<file path="src/rtl/port_flit_receiver.sv">
// Receiving end of one crossbar output link: per-VC flit FIFOs, per-VC packet framing check,
// one registered credit pulse per popped flit, and sticky link protocol error flags.
module port_flit_receiver #(
    parameter int V    = 4,
    parameter int B    = 4,
    parameter int Fpay = 32,
    localparam int Fw  = 2 + V + Fpay,
    localparam int PW  = $clog2(B)
) (
    input  logic          clk,
    input  logic          reset,
    input  logic [Fw-1:0] flit_in,
    input  logic          flit_in_we,
    input  logic [V-1:0]  rd_vc,
    input  logic          rd_en,
    output logic [Fw-1:0] flit_out,
    output logic [V-1:0]  vc_not_empty,
    output logic [V-1:0]  vc_pkt_active,
    output logic [V-1:0]  credit_out,
    output logic          err_overflow,
    output logic          err_vc,
    output logic          err_framing,
    input  logic          err_clr
);

    localparam logic [PW:0]   FULL_CNT = (PW+1)'(B);
    localparam logic [PW-1:0] PTR_ONE  = PW'(1'b1);

    typedef enum logic {
        ST_IDLE   = 1'b0,
        ST_ACTIVE = 1'b1
    } frm_state_e;

    // True when exactly one bit of the vector is set.
    function automatic logic is_onehot(input logic [V-1:0] vec);
        return (vec != '0) && ((vec & (vec - {{(V-1){1'b0}}, 1'b1})) == '0);
    endfunction

    logic [Fw-1:0] mem_r     [V][B];
    logic [PW-1:0] wr_ptr_r  [V];
    logic [PW-1:0] rd_ptr_r  [V];
    logic [PW:0]   count_r   [V];
    frm_state_e    frm_state_r [V];
    frm_state_e    frm_state_nxt_s [V];

    logic [V-1:0]  wr_vc_s;
    logic          hdr_s;
    logic          tail_s;
    logic          wr_onehot_s;
    logic          rd_onehot_s;
    logic [V-1:0]  full_vec_s;
    logic [V-1:0]  frm_ok_vec_s;
    logic          wr_full_s;
    logic          wr_frm_ok_s;
    logic          wr_accept_s;
    logic [V-1:0]  wr_en_vec_s;
    logic [V-1:0]  pop_vec_s;
    logic          set_vc_s;
    logic          set_ovf_s;
    logic          set_frm_s;

    assign hdr_s       = flit_in[Fw-1];
    assign tail_s      = flit_in[Fw-2];
    assign wr_vc_s     = flit_in[Fw-3:Fpay];
    assign wr_onehot_s = is_onehot(wr_vc_s);
    assign rd_onehot_s = is_onehot(rd_vc);

    // Per-VC status flags and framing acceptance for the incoming flit.
    always_comb begin
        full_vec_s    = '0;
        frm_ok_vec_s  = '0;
        vc_not_empty  = '0;
        vc_pkt_active = '0;
        for (int v = 0; v < V; v++) begin
            full_vec_s[v]    = (count_r[v] == FULL_CNT);
            vc_not_empty[v]  = (count_r[v] != '0);
            vc_pkt_active[v] = (frm_state_r[v] == ST_ACTIVE);
            case (frm_state_r[v])
                ST_IDLE:   frm_ok_vec_s[v] = hdr_s;
                ST_ACTIVE: frm_ok_vec_s[v] = ~hdr_s;
                default:   frm_ok_vec_s[v] = 1'b0;
            endcase
        end
    end

    // Write/pop decisions; error priority is vc field, then overflow, then framing.
    always_comb begin
        wr_full_s   = |(wr_vc_s & full_vec_s);
        wr_frm_ok_s = |(wr_vc_s & frm_ok_vec_s);
        set_vc_s    = flit_in_we & ~wr_onehot_s;
        set_ovf_s   = flit_in_we & wr_onehot_s & wr_full_s;
        set_frm_s   = flit_in_we & wr_onehot_s & ~wr_full_s & ~wr_frm_ok_s;
        wr_accept_s = flit_in_we & wr_onehot_s & ~wr_full_s & wr_frm_ok_s;
        if (wr_accept_s) begin
            wr_en_vec_s = wr_vc_s;
        end else begin
            wr_en_vec_s = '0;
        end
        // Pop eligibility uses registered occupancy, so a write into an empty VC cannot be popped.
        if (rd_en && rd_onehot_s) begin
            pop_vec_s = rd_vc & vc_not_empty;
        end else begin
            pop_vec_s = '0;
        end
    end

    // Framing next-state: an accepted tail closes the packet, anything else accepted leaves it open.
    always_comb begin
        for (int v = 0; v < V; v++) begin
            frm_state_nxt_s[v] = frm_state_r[v];
            if (wr_en_vec_s[v]) begin
                case (frm_state_r[v])
                    ST_IDLE:   frm_state_nxt_s[v] = tail_s ? ST_IDLE : ST_ACTIVE;
                    ST_ACTIVE: frm_state_nxt_s[v] = tail_s ? ST_IDLE : ST_ACTIVE;
                    default:   frm_state_nxt_s[v] = ST_IDLE;
                endcase
            end else begin
                frm_state_nxt_s[v] = frm_state_r[v];
            end
        end
    end

    // Fall-through head of the selected VC; zero when that VC is empty or rd_vc is malformed.
    always_comb begin
        flit_out = '0;
        for (int v = 0; v < V; v++) begin
            flit_out = flit_out |
                       ((rd_onehot_s && rd_vc[v] && vc_not_empty[v]) ? mem_r[v][rd_ptr_r[v]] : '0);
        end
    end

    // Flit storage; contents are don't-care while the pointers say empty, so no reset.
    always_ff @(posedge clk) begin
        for (int v = 0; v < V; v++) begin
            if (wr_en_vec_s[v]) begin
                mem_r[v][wr_ptr_r[v]] <= flit_in;
            end
        end
    end

    // Pointers, occupancy, framing state, credits and sticky errors.
    always_ff @(posedge clk or posedge reset) begin
        if (reset) begin
            for (int v = 0; v < V; v++) begin
                wr_ptr_r[v]    <= '0;
                rd_ptr_r[v]    <= '0;
                count_r[v]     <= '0;
                frm_state_r[v] <= ST_IDLE;
            end
            credit_out   <= '0;
            err_overflow <= 1'b0;
            err_vc       <= 1'b0;
            err_framing  <= 1'b0;
        end else begin
            for (int v = 0; v < V; v++) begin
                if (wr_en_vec_s[v]) begin
                    wr_ptr_r[v] <= wr_ptr_r[v] + PTR_ONE;
                end
                if (pop_vec_s[v]) begin
                    rd_ptr_r[v] <= rd_ptr_r[v] + PTR_ONE;
                end
                count_r[v]     <= count_r[v] + (PW+1)'(wr_en_vec_s[v]) - (PW+1)'(pop_vec_s[v]);
                frm_state_r[v] <= frm_state_nxt_s[v];
            end
            credit_out   <= pop_vec_s;
            err_overflow <= set_ovf_s | (err_overflow & ~err_clr);
            err_vc       <= set_vc_s  | (err_vc & ~err_clr);
            err_framing  <= set_frm_s | (err_framing & ~err_clr);
        end
    end

endmodule
</file>
<file path="config.mk">
export PLATFORM = sky130hd
export DESIGN_NAME = port_flit_receiver
export DESIGN_NICKNAME = d
export VERILOG_FILES = /design/src/rtl/port_flit_receiver.sv
export SDC_FILE = /design/constraint.sdc
export NUM_CORES = 1
export LEC_CHECK = 0
export ABC_AREA = 1
export BUFFER_PORTS_ARGS = -buffer_cell sky130_fd_sc_hd__buf_4
export CORE_MARGIN = 10
export CORE_UTILIZATION = 60
export DETAILED_ROUTE_END_ITERATION = 7
export PLACE_DENSITY = 0.78
export SLEW_MARGIN = 20
export SYNTH_ARGS = -nofsm -noshare
export SYNTH_HDL_FRONTEND = slang
export SYNTH_SLANG_ARGS = --single-unit
export TNS_END_PERCENT = 50
</file>
<file path="constraint.sdc">
create_clock -name clk -period 3.8 [get_ports clk]
set_input_delay 0.38 -clock clk [delete_from_list [all_inputs] [get_ports clk]]
set_output_delay 0.38 -clock clk [all_outputs]
set_load 0.02 [all_outputs]
</file>
==> flow_metrics.tcl, run 1 <==
set metrics [dict create \
    synth_seq_area_share 0.738 \
    track_usage 0.242 \
    dp_hpwl_um 38800 \
    path_clk_slew_ps 60 \
    power_density_nw_per_um2 666 \
    clk_path_buf_depth 3 \
    cts_max_level 2 \
    endpoint_kind "output port" \
    synth_fp_nets 2194 \
    async_reset_ff_frac 0.0603 \
    r2r_start "count_r[4]" \
    cts_tree "done" \
    grt_pass1_vias 16800 \
    min_to "err_vc" \
    outcome "finished, final reports clean" \
    max_freq_mhz 303 \
    synth-edff-count 608 \
    n_fill_cell 2952 \
    worst-endpoint-arrival_ps 2920 \
    reg2reg_slack_ps 1030 \
    path_class "flip-flop to output port" \
    clock_sinks 647 \
    worstPathRequired_ps 3420 \
    drt_iter0_drc 2399 \
    root_buffer "clkbuf_16" \
    grt_setup_unrepaired "false" \
    drive_gt1_frac 0.122 \
    viasPerCell 6.00 \
    dr.pass1.iters 6 \
    maxSlewHeadroom 0.308 \
    antenna_found_initial 2 \
    utilization 0.684 \
    hp-start "flit_in_we" \
    fin_crit_sh 0.868 \
    clkLatencyLatePin_ps 630 \
    dominantRegCellSynth "edfxtp_1" \
    worst_slew_pin_slew_ps 1040 \
    fp.dieH_um 228 \
    port_buffers 99 \
    core_area_um2 43000 \
    vias 17000 \
    synth.avg_cell_area_um2 12.3 \
    die_area_um2 52100 \
    worst_clock_skew_ps 23.9 \
    wl_um 64400 \
    grt.overflow.total 0 \
    synth_area_leaders "edfxtp_1 (70%), o21ai_0 (7.7%), nor2_1 (7.1%), dfrtp_1 (3.7%), nand2_1 (3.0%)" \
    slew_viol_final 0 \
    setup_tns_ps 0 \
    netlist.area_leader.share 0.701 \
    num_rows 76 \
    synthCells 2120 \
    ir_drop_uv 486 \
    start_util 0.606 \
    setup_viol 0 \
    leakage_nw 10.1 \
    hold_path.class "input pin to flip-flop" \
    ys_seq_elements 647 \
    yosys_warnings 0 \
    synth_area_um2 26000 \
    drc 0 \
    final_hold_viol_count 0 \
    nets 2279 \
    cts_inserted_buffers 60 \
    synth_cell_types 28 \
    holdPathStages 3 \
    cap_violations 0 \
    worstRegToRegCells 9 \
    ant_nets 0 \
    grt_pass1_wl_um 97900 \
    io_pins 100 \
    syn_to_final_growth_pct 12.8 \
    yosysMostFrequentCell "edfxtp_1" \
    r2r-end "mem_r[3][131]" \
    period_needed_ps 3300 \
    cp-start-kind "flip-flop" \
    yosysTopAreaCell "edfxtp_1" \
    path_max_fanout 37 \
    avgRoutedWirePerCell_um 22.7 \
    chipWidth_um 228 \
    synth_common_cells "edfxtp_1 (608), nor2_1 (496), o21ai_0 (401)" \
    gp_congestion 0.939 \
    grt_max_degree 79 \
]
stage by stage:
step           power, mW  worst slack [ps]  area, um2  hold slack [ps]  std cells
6_report            19.6               501      29400             23.3       2838
5_1_grt             20.5               364      29400             33.0       2838
2_1_floorplan       12.1               542      26000              476       2120
3_5_place_dp        13.9               870      27500              494       2726
4_1_cts             19.6               592      29400             17.4       2837
3_3_place_gp        13.7               930      27500              493       2726
worst max-delay path: stages (launching register included):
cell and delay, ps:
dfrtp_2 900, buf_4 350, o21ai_0 100, o21ai_0 520, nand2_1 120, nand4_1 130, buf_4 150
how the worst max path moves through the flow:
stage,from,to,slack [ps],cells after the start
floorplan,flit_in[34],mem_r[2][0],540,8
global placement,flit_in[33],mem_r[2][85],930,10
detailed placement,flit_in[33],mem_r[3][124],870,10
CTS,rd_ptr_r[3],flit_out[7],590,6
global route,rd_ptr_r[2],flit_out[2],360,6
finish,rd_ptr_r[3],flit_out[7],500,6
report_power, final:
part | internal (mW) | switching, mW
clock | 3.11 | 2.56
combinational | 1.60 | 3.66
sequential | 8.20 | 0.456
final cells by class:
class | instances | area [um2] | share of cell area
Antenna cell | 1 | 2.50 | 0.0000852
Clock buffer | 76 | 1560 | 0.0531
Clock inverter | 33 | 269 | 0.00915
Inverter | 67 | 251 | 0.00856
Multi-Input combinational cell | 1287 | 6160 | 0.209
Sequential cell | 647 | 19200 | 0.655
Tap cell | 585 | 732 | 0.0249
Timing Repair Buffer | 142 | 1170 | 0.0399
timing repair:
action,4_1_cts,5_1_grt
hold endpoints to repair,29,0
setup buffers,0,0
hold buffers,2,0
resized for setup,0,0
metal layers:
metal  wire, um  up-vias  track usage
met5          0        -            0
met3       7690      130       0.0647
met1      24700     8264        0.327
met2      30500      986        0.381
li1           -     7656            -
met4       1560        0       0.0733
cells by family (layout without fill, tap and decap cells):
family,after synthesis,count (layout),share of synthesized area
and+or+nand+nor,786,786,0.123
adders and majority gates,27,27,0.0141
other,0,1,0
xor gates and xnor gates,11,11,0.00370
DFF,647,647,0.738
AOI/OAI and AO/OA,463,463,0.0891
buffers and inverters,186,318,0.0313
sequential cells by signal, summed over array words and instances, names as in the netlist:
register,cells
mem_r,608
count_r,12
rd_ptr_r,8
wr_ptr_r,8
credit_out,4
vc_pkt_active,4
err_framing,1
err_overflow,1
err_vc,1
cell usage in the layout (no fill, tap or decap), types with 31 or more instances in the layout:
cell,n
nand2_1,211
dfrtp_1,31
nand4_1,58
edfxtp_1,608
clkbuf_16,60
buf_4,132
nor2_1,477
o21ai_0,401
o21ai_1,60
inv_1,57
No activity file was read; power rests on OpenSTA's default activity.
==> run 2: changes to the inputs <==
--- a/config.mk
+++ b/config.mk
@@ -9,6 +9,7 @@
 export BUFFER_PORTS_ARGS = -buffer_cell sky130_fd_sc_hd__buf_4
 export CORE_MARGIN = 10
 export CORE_UTILIZATION = 60
+export CTS_BUF_LIST = sky130_fd_sc_hd__clkbuf_16
 export DETAILED_ROUTE_END_ITERATION = 7
 export PLACE_DENSITY = 0.78
 export SLEW_MARGIN = 20
==> flow_metrics.tcl, run 2 (synthesized netlist as in run 1, its figures left out) <==
set metrics [dict create \
    outcome "finished, final reports clean" \
    syn_to_final_growth_pct 12.8 \
    slowest_stage "dfrtp_2" \
    cts_max_level 2 \
    grt_pass1_wl_um 97900 \
    max_freq_mhz 300 \
    endpoint_kind "output port" \
    ant_nets 0 \
    clkLatencyLatePin_ps 630 \
    die_area_um2 52100 \
    avgRoutedWirePerCell_um 22.7 \
    path_class "flip-flop to output port" \
    period_needed_ps 3330 \
    chipWidth_um 228 \
    layout_setup_ws_ps 472 \
    dr.pass1.iters 5 \
    ir_drop_uv 486 \
    drive_gt1_frac 0.122 \
    grt_max_degree 79 \
    viasPerCell 6.01 \
    leakage_nw 10.1 \
    drt_iter0_drc 2436 \
    hold_path.class "input pin to flip-flop" \
    track_usage 0.242 \
    io_pins 100 \
    fin_crit_sh 0.876 \
    path_max_fanout 37 \
    cts_tree "done" \
    grt_setup_unrepaired "false" \
    whs_ps 22.0 \
    final_common_cell "edfxtp_1" \
    root_buffer "clkbuf_16" \
    route.met3.wl_um 7680 \
    vias 17100 \
    wl_met2_um 30500 \
    worst-endpoint-arrival_ps 2950 \
    grt.overflow.total 0 \
    antenna_found_initial 2 \
    wl_um 64400 \
    setup_viol 0 \
    path_cells "buf_4 -> o21ai_0 -> o21ai_0 -> nand2_1 -> nand4_1 -> buf_4" \
    cts_inserted_buffers 60 \
    start_util 0.606 \
    worstPathRequired_ps 3420 \
    dp_hpwl_um 38800 \
    final_hold_viol_count 0 \
    dp_slack_ps 870 \
    core_area_um2 43000 \
    largest_register_ffs 608 \
    clk_path_buf_depth 3 \
    setup_tns_ps 0 \
    gp_congestion 0.939 \
    slowest_delay_ps 910 \
    most-common-layout-cells "edfxtp_1 (608), nor2_1 (477), o21ai_0 (401)" \
    cp-start-kind "flip-flop" \
    port_buffers 99 \
    clock_sinks 647 \
    cts_resized 0 \
    slew_viol_final 0 \
    drc 0 \
    hold_buffers 2 \
    total_power_mw 19.5 \
    n_fill_cell 2952 \
    num_rows 76 \
    power_density_nw_per_um2 665 \
    maxSlewHeadroom 0.304 \
    m1WireLength_um 24600 \
    cts_setup_buffers 0 \
    utilization 0.684 \
    path_clk_slew_ps 60 \
    nets 2279 \
    fp.dieH_um 228 \
    grt_pass1_vias 16800 \
    topRoutingLayerUsed "met4" \
    worst_clock_skew_ps 23.9 \
    worst_slew_pin_slew_ps 1040 \
    cap_violations 0 \
]
run 2: final cells by class:
type | instances | area [um2] | share of cell area
clock inverters | 49 | 329 | 0.0112
inverters | 67 | 251 | 0.00856
flip-flops and latches | 647 | 19200 | 0.655
multi-input cells | 1287 | 6160 | 0.209
well taps | 585 | 732 | 0.0249
clock buffers | 60 | 1500 | 0.0511
diodes | 1 | 2.50 | 0.0000852
repair buffers | 142 | 1170 | 0.0399
run 2: power breakdown:
part	total (mW)	switching (mW)	internal [mW]
registers	8.65	0.456	8.20
clock network	5.64	2.57	3.07
logic	5.26	3.66	1.60
run 2: worst paths after layout:
path | endpoint | slack (ps) | cells after the start | startpoint
setup / recovery | flit_out[7] | 470 | 6 | rd_ptr_r[3]
hold / removal | err_vc | 20 | 3 | flit_in_we
setup reg to reg | mem_r[3][94] | 1020 | 9 | count_r[4]
hold reg to reg | count_r[0] | 510 | 1 | count_r[0]
max in group asynchronous | count_r[0] | 2800 | 4 | reset
min in group asynchronous | count_r[7] | 390 | 3 | reset
run 2: worst max-delay path: cells and delay by family (launching register included):
kind                   cells  cell delay (ps)
and+or+nand+nor            2              250
DFF                        1              910
AOI/OAI and AO/OA          2              630
buffers and inverters      2              500
run 2: layer usage:
metal,GRT usage,vias up
met5,0,-
met4,0.0733,0
met3,0.0647,137
met2,0.381,987
met1,0.327,8292
li1,-,7654
run 2: through the flow:
| stage | std cells | instance area [um2] |
|---|---|---|
| after floorplan | 2120 | 26000 |
| after global placement | 2726 | 27500 |
| after detailed placement | 2726 | 27500 |
| after CTS | 2837 | 29400 |
| after global routing | 2838 | 29400 |
| final | 2838 | 29400 |
==> run 3: changes to the inputs <==
--- a/config.mk
+++ b/config.mk
@@ -5,7 +5,6 @@
 export SDC_FILE = /design/constraint.sdc
 export NUM_CORES = 1
 export LEC_CHECK = 0
-export ABC_AREA = 1
 export BUFFER_PORTS_ARGS = -buffer_cell sky130_fd_sc_hd__buf_4
 export CORE_MARGIN = 10
 export CORE_UTILIZATION = 60
==> flow_metrics.tcl, run 3 <==
set metrics [dict create \
    outcome "finished, final reports clean" \
    min_to "err_vc" \
    synth_fp_nets 1208 \
    drc 0 \
    worst_slew_pin_slew_ps 915 \
    synth_common_cells "edfxtp_1 (608), mux4_2 (152), a22oi_1 (78)" \
    fin_crit_sh 0.899 \
    synth_cell_types 43 \
    grt_max_degree 40 \
    core_area_um2 41000 \
    wl_met2_um 29400 \
    slowest_delay_ps 600 \
    r2r-end "count_r[11]" \
    chipWidth_um 224 \
    power_density_nw_per_um2 650 \
    cap_violations 0 \
    grt_pass1_wl_um 88800 \
    netlist.area_leader.share 0.731 \
    topRoutingLayerUsed "met4" \
    period_needed_ps 3410 \
    io_pins 100 \
    ys_seq_elements 647 \
    cts_resized 0 \
    num_rows 74 \
    postPlaceCellArea_um2 26700 \
    grt_setup_unrepaired "false" \
    cts_max_level 2 \
    vias 12700 \
    yosysMostFrequentCell "edfxtp_1" \
    async_reset_ff_frac 0.0603 \
    worstPathRequired_ps 3420 \
    yosysTopAreaCell "edfxtp_1" \
    cts_setup_buffers 0 \
    grt_pass1_vias 13100 \
    maxSlewHeadroom 0.390 \
    path_clk_slew_ps 60 \
    worstRegToRegCells 11 \
    ant_nets 0 \
    start_util 0.609 \
    synth_seq_area_share 0.771 \
    path_class "flip-flop to output port" \
    clkLatencyLatePin_ps 620 \
    m1WireLength_um 22500 \
    critical_path_buf_inv_count 2 \
    gp_congestion 0.843 \
    port_buffers 99 \
    viasPerCell 6.78 \
    drive_gt1_frac 0.316 \
    holdPathStages 2 \
    grt.overflow.total 0 \
    worst-endpoint-arrival_ps 3030 \
    track_usage 0.242 \
    path_cells "buf_4 -> mux4_2 -> a22oi_1 -> o21ai_0 -> buf_4" \
    leakage_nw 9.47 \
    hp-start "flit_in_we" \
    root_buffer "clkbuf_16" \
    synth_area_leaders "edfxtp_1 (73%), mux4_2 (14%), dfrtp_1 (3.9%), a22oi_1 (2.3%), ha_1 (1.2%)" \
    synth_area_um2 25000 \
    slew_viol_final 0 \
    hold_path.class "input pin to flip-flop" \
    final_cell_area_um2 28700 \
    avgRoutedWirePerCell_um 32.2 \
    path_max_fanout 14 \
    crit_path_frequent_cell "buf_4" \
    fp.dieH_um 224 \
    max_freq_mhz 293 \
    synth-edff-count 608 \
    reg2reg_slack_ps 710 \
    clock_sinks 647 \
    ir_drop_uv 412 \
    final_common_cell "edfxtp_1" \
    r2r_start "count_r[5]" \
    yosys_warnings 0 \
    setup_tns_ps 0 \
    worst_clock_skew_ps 23.0 \
    crit_family "compound AO/OA/AOI/OAI gates" \
    cts_tree "done" \
    synth.avg_cell_area_um2 22.0 \
    cp-start-kind "flip-flop" \
    clk_path_buf_depth 3 \
    wl_um 60200 \
    die_area_um2 50200 \
    cts_inserted_buffers 61 \
    dp_hpwl_um 34300 \
    most-common-layout-cells "edfxtp_1 (608), mux4_2 (152), buf_4 (136)" \
    route.met3.wl_um 6720 \
    dominantRegCellSynth "edfxtp_1" \
    slowest_stage "dfrtp_4" \
    antenna_found_initial 1 \
    synthCells 1134 \
    setup_viol 0 \
    nets 1358 \
    endpoint_kind "output port" \
    largest_register_ffs 608 \
    syn_to_final_growth_pct 15.1 \
    hold_buffers 1 \
    drt_iter0_drc 1644 \
    final_hold_viol_count 0 \
    dr.pass1.iters 5 \
]
## run 3: area by class of cell
type,instances,area [um2]
fillers,2338,12300
inverters,27,101
repair buffers,147,1230
well taps,532,666
flip-flops and latches,647,19300
clock buffers,63,1580
multi-input cells,400,5430
clock inverters,50,467
diodes,2,5.00
## run 3: worst register-to-register path, cell delays in order (launching register included)
cell and delay (ps):
dfrtp_1 420, nor4bb_1 180, or3_1 520, nor4_4 570, inv_1 90, ha_1 300
inv_1 60, ha_1 120, inv_1 40, fa_1 380, xnor2_1 180, xnor2_1 140
## run 3: layer usage
metal / track usage / vias to the layer above
met5: 0 / -
met1: 0.336 / 6652
met2: 0.382 / 856
li1: - / 5041
met4: 0.0739 / 0
met3: 0.0545 / 112
## run 3: worst max-delay path by stage
stage / to / from / depth (start not counted) / slack, ps
after floorplan: mem_r[0][0] / count_r[5] / 5 / 910
after global placement: count_r[11] / flit_in[34] / 12 / 630
after detailed placement: count_r[11] / flit_in[34] / 12 / 530
after CTS: flit_out[36] / rd_ptr_r[6] / 5 / 330
after global routing: flit_out[11] / rd_ptr_r[2] / 4 / 190
final: flit_out[10] / rd_ptr_r[0] / 5 / 390
## run 3: power by group
part / internal [mW] / total [mW] / switching (mW)
sequential: 8.02 / 8.70 / 0.676
combinational: 1.95 / 3.77 / 1.82
clock: 3.60 / 6.20 / 2.59
## run 3: through the flow
step	utilization	std cells	power (mW)	hold slack [ps]	worst slack [ps]
finish	0.700	1868	18.7	27.9	385
global route	0.700	1867	19.3	37.1	194
CTS	0.700	1866	18.7	10.3	329
detailed placement	0.650	1752	12.5	478	526
global placement	0.650	1752	12.4	475	631
floorplan	-	1134	11.2	453	905
## run 3: logic make-up after synthesis
logic type / synth area share
xor+xnor: 0.00947
flops: 0.771
simple gates: 0.0165
compound gates: 0.0347
mux: 0.140
buf+inv: 0.0138
fa+ha+maj: 0.0147
